==> src/rtl/mem_region_decoder.sv <==
// Even/odd-lane region decoder with pipelined read-return mux and sticky decode error.
// Optional write protection via MEM_REGION_DECODER_WRITE_PROTECT_EN.
module mem_region_decoder #(
    parameter int REGIONS = 3,
    parameter int ADDRBITS = 15,
    parameter int DATABITS = 8,
    parameter logic [REGIONS*ADDRBITS-1:0] REGION_BASE = {15'h1000, 15'h0800, 15'h0000},
    parameter logic [REGIONS*ADDRBITS-1:0] REGION_TOP = {15'h2000, 15'h1000, 15'h0010},
    parameter int READ_LATENCY = 1,
    parameter logic [DATABITS-1:0] READ_FILL = 8'hFF,
    parameter logic [REGIONS-1:0] RO_MASK = 3'b010
) (
    input  logic                         clk,
    input  logic                         reset,
    input  logic [ADDRBITS-1:0]          read_addr_even,
    input  logic [ADDRBITS-1:0]          read_addr_odd,
    input  logic [ADDRBITS-1:0]          write_addr_even,
    input  logic [ADDRBITS-1:0]          write_addr_odd,
    input  logic                         write_en_even,
    input  logic                         write_en_odd,
    output logic [REGIONS-1:0]           region_write_en_even,
    output logic [REGIONS-1:0]           region_write_en_odd,
    input  logic [REGIONS*DATABITS-1:0]  region_read_data_even,
    input  logic [REGIONS*DATABITS-1:0]  region_read_data_odd,
    output logic [DATABITS-1:0]          read_data_even,
    output logic [DATABITS-1:0]          read_data_odd,
    input  logic                         err_clear,
    output logic                         err,
    output logic [ADDRBITS-1:0]          err_addr,
    output logic                         err_is_write,
    output logic                         err_odd
);

`ifdef MEM_REGION_DECODER_WRITE_PROTECT_EN
    localparam logic [REGIONS-1:0] W_RO = RO_MASK;
`else
    localparam logic [REGIONS-1:0] W_RO = RO_MASK & {REGIONS{1'b0}};
`endif

    // One-hot hit vector, lowest index wins; all-zero means unmapped.
    function automatic logic [REGIONS-1:0] f_decode(input logic [ADDRBITS-1:0] a);
        f_decode = '0;
        for (int i = REGIONS - 1; i >= 0; i--) begin
            if (a >= REGION_BASE[i*ADDRBITS +: ADDRBITS] &&
                a < REGION_TOP[i*ADDRBITS +: ADDRBITS]) begin
                f_decode = '0;
                f_decode[i] = 1'b1;
            end
        end
    endfunction

    function automatic logic [DATABITS-1:0] f_mux(
        input logic [REGIONS-1:0] sel,
        input logic [REGIONS*DATABITS-1:0] data
    );
        f_mux = '0;
        if (sel == '0) begin
            f_mux = READ_FILL;
        end else begin
            for (int i = 0; i < REGIONS; i++) begin
                if (sel[i]) f_mux = f_mux | data[i*DATABITS +: DATABITS];
            end
        end
    endfunction

    logic [REGIONS-1:0] w_rhit_e, w_rhit_o, w_wok_e, w_wok_o;
    logic               w_wf_e, w_wf_o, w_rf_e, w_rf_o;
    logic               w_fault, w_fw, w_fodd;
    logic [ADDRBITS-1:0] w_faddr;
    logic [REGIONS-1:0] r_sel_e [READ_LATENCY];
    logic [REGIONS-1:0] r_sel_o [READ_LATENCY];

    assign w_rhit_e = f_decode(read_addr_even);
    assign w_rhit_o = f_decode(read_addr_odd);
    assign w_wok_e  = f_decode(write_addr_even) & ~W_RO;
    assign w_wok_o  = f_decode(write_addr_odd) & ~W_RO;
    assign w_wf_e   = write_en_even && (w_wok_e == '0);
    assign w_wf_o   = write_en_odd && (w_wok_o == '0);
    assign w_rf_e   = (w_rhit_e == '0);
    assign w_rf_o   = (w_rhit_o == '0);

    assign region_write_en_even = (write_en_even && !reset) ? w_wok_e : '0;
    assign region_write_en_odd  = (write_en_odd && !reset) ? w_wok_o : '0;

    assign read_data_even = f_mux(r_sel_e[READ_LATENCY-1], region_read_data_even);
    assign read_data_odd  = f_mux(r_sel_o[READ_LATENCY-1], region_read_data_odd);

    // Simultaneous faults: even write, even read, odd write, odd read.
    always_comb begin
        w_fault = 1'b1;
        w_faddr = '0;
        w_fw    = 1'b0;
        w_fodd  = 1'b0;
        if (w_wf_e) begin
            w_faddr = write_addr_even;
            w_fw    = 1'b1;
        end else if (w_rf_e) begin
            w_faddr = read_addr_even;
        end else if (w_wf_o) begin
            w_faddr = write_addr_odd;
            w_fw    = 1'b1;
            w_fodd  = 1'b1;
        end else if (w_rf_o) begin
            w_faddr = read_addr_odd;
            w_fodd  = 1'b1;
        end else begin
            w_fault = 1'b0;
        end
    end

    always_ff @(posedge clk or posedge reset) begin
        if (reset) begin
            for (int i = 0; i < READ_LATENCY; i++) begin
                r_sel_e[i] <= '0;
                r_sel_o[i] <= '0;
            end
        end else begin
            r_sel_e[0] <= w_rhit_e;
            r_sel_o[0] <= w_rhit_o;
            for (int i = 1; i < READ_LATENCY; i++) begin
                r_sel_e[i] <= r_sel_e[i-1];
                r_sel_o[i] <= r_sel_o[i-1];
            end
        end
    end

    always_ff @(posedge clk or posedge reset) begin
        if (reset) begin
            err          <= 1'b0;
            err_addr     <= '0;
            err_is_write <= 1'b0;
            err_odd      <= 1'b0;
        end else if (w_fault && (!err || err_clear)) begin
            err          <= 1'b1;
            err_addr     <= w_faddr;
            err_is_write <= w_fw;
            err_odd      <= w_fodd;
        end else if (err_clear) begin
            err <= 1'b0;
        end
    end

endmodule

==> config.mk <==
export PLATFORM = sky130hd
export DESIGN_NAME = mem_region_decoder
export DESIGN_NICKNAME = d
export VERILOG_FILES = /design/src/rtl/mem_region_decoder.sv
export SDC_FILE = /design/constraint.sdc
export NUM_CORES = 1
export LEC_CHECK = 0
export ABC_AREA = 1
export CAP_MARGIN = 10
export CORE_ASPECT_RATIO = 2
export CORE_UTILIZATION = 39
export CTS_CLUSTER_DIAMETER = 40
export CTS_CLUSTER_SIZE = 16
export DETAILED_ROUTE_END_ITERATION = 10
export GPL_TIMING_DRIVEN = 0
export PLACE_DENSITY_LB_ADDON = 0.3
export SLEW_MARGIN = 20
export SYNTH_ARGS = -nofsm -noshare
export SYNTH_HDL_FRONTEND = slang
export SYNTH_SLANG_ARGS = --single-unit
==> constraint.sdc <==
create_clock -name clk -period 3.72 [get_ports clk]
set_clock_uncertainty 0.2 [all_clocks]
set_input_delay 1.116 -clock clk [delete_from_list [all_inputs] [get_ports clk]]
set_output_delay 1.116 -clock clk [all_outputs]
set_load 0.005 [all_outputs]
* Word-level counts from Yosys, hierarchy flattened
Index checks and enable logic that the tools add are counted.
** Word-level totals
- Output and inout port bits :: 40
- Flip-flop bits (word level) :: 24
- Logic and storage cells :: 102
** Cells by class
- Bitwise operators :: 4
- Muxes and demuxes :: 41
- Magnitude comparators :: 24
- Reductions and logical operators :: 27
** Operators with widths (number)
- 2-to-1 mux 8 bit :: 12
- greater-or-equal comparator 15 x 1 -> 1 bit (second input constant) :: 4
- greater-or-equal comparator 15 x 12 -> 1 bit (second input constant) :: 4
- greater-or-equal comparator 15 x 13 -> 1 bit (second input constant) :: 4
- less-than comparator 15 x 13 -> 1 bit (second input constant) :: 4
- less-than comparator 15 x 14 -> 1 bit (second input constant) :: 4
- less-than comparator 15 x 5 -> 1 bit (second input constant) :: 4
- 2-to-1 mux 15 bit :: 4
- 2-to-1 mux 3 bit :: 14
- OR 8 bit :: 4
- zero test 3 bit :: 6
- logical AND 1 bit :: 17
- 2-to-1 mux 1 bit :: 11
- zero test 1 bit :: 2
- nonzero test 2 bit :: 1
- logical OR 1 bit :: 1

* Longest topological paths before layout
- Depth in word-level cells :: 12
- Gate-level depth with buffers :: 12

* Least setup slack after synthesis
No wires, ideal clock.
- Path kind :: in2out
- Start point :: input reset
- End point :: output region_write_en_even[2]
- Arrival time :: 2.078 ns
- Stages :: 3
- Required time :: 2.404 ns
- Path slack :: 0.326 ns
- Path buffers :: 0
- Path through :: inv_1 -> nand2_1 -> nor4_1
** On the way
- Cells in the longest elaborated chain, start to end :: 3
** RTL lines
- from (decl) :: line 14 : input logic reset,
- zero test 1 bit (no line)
- logical AND 1 bit :: line 82 : assign region_write_en_even = (write_en_even && !reset) ? w_wok_e : '0;
- 2-to-1 mux 3 bit :: line 82
- to (decl) :: line 21 : output logic [REGIONS-1:0] region_write_en_even,
No other way between the ends.

* Worst setup path in the final report
- Start point :: input write_addr_even[11]
- End point :: output region_write_en_even[1]
** On the way
- Cells in the longest elaborated chain, start to end :: 5
- Elaborated cells between the ends (all ways) :: 9
** RTL lines
- from (decl) :: line 17 : input logic [ADDRBITS-1:0] write_addr_even,
- greater-or-equal comparator 15 x 12 -> 1 bit or less-than comparator 15 x 13 -> 1 bit (tied branches) :: line 44, 45
- logical AND 1 bit :: line 44 : if (a >= REGION_BASE[i*ADDRBITS +: ADDRBITS] &&
- 2-to-1 mux 3 bit :: line 44
- 2-to-1 mux 3 bit (*) :: line 44
- 2-to-1 mux 3 bit (*) :: line 82
Mark *: on every way between the ends. The rest lies on a longest branch, timed or not.

==> impl_metrics.csv <==
group,metric,value,unit
die,die_area,6180,sq um
finish,syn_to_final_growth,77.0,%
critical_path,path_class,"input port to primary output",
die,io_pins,153,
min_path,hold_end,"err_addr[12]$_DFFE_PP0P_",
logic_synthesis,synthCells,384,
finish,utilization,71.4,%
die,start_util,40.3,%
power,switching_share,27.0,%
die,rows,39,
die,die_h,110,microns
timing,drv_slew,0,
placed_design,routabilityCongestion,0.864,
logic_synthesis,synth_cell_types,29,
finish,drive_gt1_share,10.2,%
timing,finalSetupViolations,0,
logic_synthesis,synth_seq_cells,24,
placed_design,port_buffers,152,
global_route,grt_pass1_vias,3102,
detailed_routing,viasPerCell,5.16,
global_route,grt_start_max_net_pins,15,
finish,fillers,492,
critical_path,critPathLaunchType,"input port",
logic_synthesis,ys_async_sr_fraction,100,%
global_route,antenna_found_initial,0,
run,maxCapViolCount,0,
clock_network,clkSlewWorstSetupHoldPaths,0.06,ns
critical_path,cp.arrival,2.36,ns
placed_design,dpl_cell_area,3880,sq um
clock_network,clock_latency,0.26,ns
finish,diodes,0,
finish,fin_nets,661,
detailed_routing,drtPass1Iterations,5,
critical_path,worst_setup_path_end_kind,"primary output",
logic_synthesis,synth_edf_count,0,
global_route,overflow,0,
power,pwr-share-clk,31.2,%
power,combPwrFrac,38.3,%
logic_synthesis,synth_area,2280,sq um
detailed_routing,drtIter0Drc,112,
logic_synthesis,synth_fp_nets,497,
clock_network,root_buffer,"clkbuf_16",
power,vdd_ir_drop_max,0.205,mV
power,p_leak,1.84,nW
clock_network,clockBufferDepth,2,
critical_path,r2r_start,"err$_DFFE_PP0P_",
critical_path,r2r-end,"err_addr[11]$_DFFE_PP0P_",
detailed_routing,wl,8530,microns
global_route,grt_pass1_wl,13600,microns
logic_synthesis,ys_dominant_reg_cell,"dfrtp_1",
power,seqPwrFrac,30.5,%
critical_path,r2r_slack,2.16,ns
power,switchingPower,267,uW
timing,min_period,3.68,ns
clock_network,cts_made_buffers,3,
timing,hold_viol,0,
clock_network,hold_buffers,0,
detailed_routing,wl_per_cell,14.0,microns
die,die_w,56.1,microns
placed_design,hpwl,7010,microns
logic_synthesis,avgSynthCellArea,5.95,sq um
min_path,hold_class,"flop to flop",
run_status,status,"finished clean",
clock_network,htreeDepth,1,
critical_path,required,2.40,ns
min_path,worstHoldStart,"err_addr[12]$_DFFE_PP0P_",
timing,min_period_over_period,98.9,%
detailed_routing,postRouteAntennaNets,0,
timing,fmax,272,MHz
logic_synthesis,synth.yosys.seq_area_share,26.3,%
detailed_routing,drc,0,
detailed_routing,num_vias,3138,
logic_synthesis,yosysWarnings,0,
power,p_int,722,uW
timing,slew_headroom,56.1,%
finish,fin_area,4040,sq um
clock_network,clock_sinks,24,
timing,worstMarginPinSlew,0.655,ns
critical_path,cp_max_fo,2,
power,p_per_area,245,nW/um^2
critical_path,rr_worst_depth,7,
clock_network,cts_tree,"done",
die,core,5660,sq um
min_path,min_path_cells,2,
global_route,grtUsageTotal,27.8,%
power groups by stage:
stage               Clock, mW  Sequential (mW)  Combinational, mW
finish                  0.308            0.302              0.379
global route            0.323            0.305              0.416
CTS                     0.308            0.302              0.379
detailed placement          0            0.306              0.373
global placement            0            0.306              0.367
floorplan                   0            0.306              0.141
critical path: stages:
cell	delay [ns]
clkdlybuf4s50_1	0.49
nand3_2	0.14
nor2_2	0.11
clkdlybuf4s50_1	0.50
final cells by class:
type | instances | area, sq um | share of cell area (%)
Timing Repair Buffer | 159 | 1560 | 38.6
Clock buffer | 3 | 75.1 | 1.86
Multi-Input combinational cell | 307 | 1470 | 36.3
Timing Repair inverter | 1 | 5.00 | 0.124
Sequential cell | 24 | 601 | 14.9
Buffer | 15 | 83.8 | 2.07
Inverter | 37 | 143 | 3.53
Tap cell | 61 | 76.3 | 1.89
Clock inverter | 1 | 30.0 | 0.743
synth_stat cells, types with 4 or more instances:
master,instances,area (sq um)
nand2_4,4,45.0
nor2_1,58,218
nand3_2,4,40.0
dfrtp_1,24,601
inv_1,34,128
clkbuf_1,6,22.5
nor2_2,9,56.3
nand2_1,141,529
o21ai_0,12,60.1
a21oi_1,4,20.0
nand4_1,26,163
nor2_4,4,45.0
nand2_2,5,31.3
buf_2,5,25.0
nand3_1,27,135
worst max path at each step:
| stage | start | endpoint | slack [ns] | cells after the start |
|---|---|---|---|---|
| finish | write_addr_even[11] | region_write_en_even[1] | 0.04 | 4 |
| global route | write_addr_even[11] | region_write_en_even[1] | -0.0004 | 4 |
| CTS | write_addr_even[11] | region_write_en_even[1] | 0.03 | 4 |
| detailed placement | reset | region_write_en_even[2] | -0.87 | 5 |
| global placement | reset | region_write_en_even[2] | -0.82 | 5 |
| floorplan | reset | region_write_en_even[2] | 0.33 | 3 |
through the flow:
step / std cells / power (mW) / setup TNS [ns] / worst slack (ns) / hold slack, ns
after CTS: 608 / 0.989 / 0 / 0.0310 / 0.281
after floorplan: 384 / 0.448 / 0 / 0.326 / 0.272
after global routing: 608 / 1.04 / -0.000397 / -0.000397 / 0.293
after global placement: 597 / 0.672 / -4.47 / -0.821 / 0.263
final: 608 / 0.989 / 0 / 0.0403 / 0.279
after detailed placement: 597 / 0.679 / -4.68 / -0.869 / 0.265
cell families (layout without fill, tap and decap cells):
logic type | count (synthesis) | after routing | share of synthesized area (%)
simple gates | 287 | 287 | 58.7
buf+inv | 53 | 216 | 9.97
compound gates | 20 | 20 | 4.99
flops | 24 | 24 | 26.3
sequential cells by signal, indices dropped and copies added (netlist names):
name and flops:
r_sel_o 3, err_is_write 1, r_sel_e 3, err 1, err_odd 1, err_addr 15
per-layer routing:
metal	wire, microns	global-route usage, %	vias to the layer above
li1	-	-	1549
met4	335	14.3	0
met5	0	0	-
met3	541	5.13	29
met2	4910	58.4	149
met1	2740	23.6	1411
timing repair:
action	CTS	global route
setup endpoints to repair	6	1
pin swaps	6	0
endpoints found under the hold margin	0	0
gates cloned	1	0
gates resized for setup	14	2
buffers inserted	7	0
cell usage in the layout (no fill, tap or decap), types with 2 or more instances in the layout:
master           instances
a21oi_1                  4
buf_2                    4
buf_4                    9
buf_6                    2
clkbuf_1                 6
clkbuf_16                3
clkdlybuf4s50_1        141
dfrtp_1                 24
dlygate4sd2_1           11
inv_1                   32
inv_2                    4
nand2_1                141
nand2_2                  4
nand2_4                  5
nand3_1                 26
nand3_2                  5
nand3_4                  2
nand3b_1                 2
nand4_1                 26
nor2_1                  57
nor2_2                  10
nor2_4                   4
nor3_1                   2
o21ai_0                 12
No activity file was read; power rests on OpenSTA's default activity.
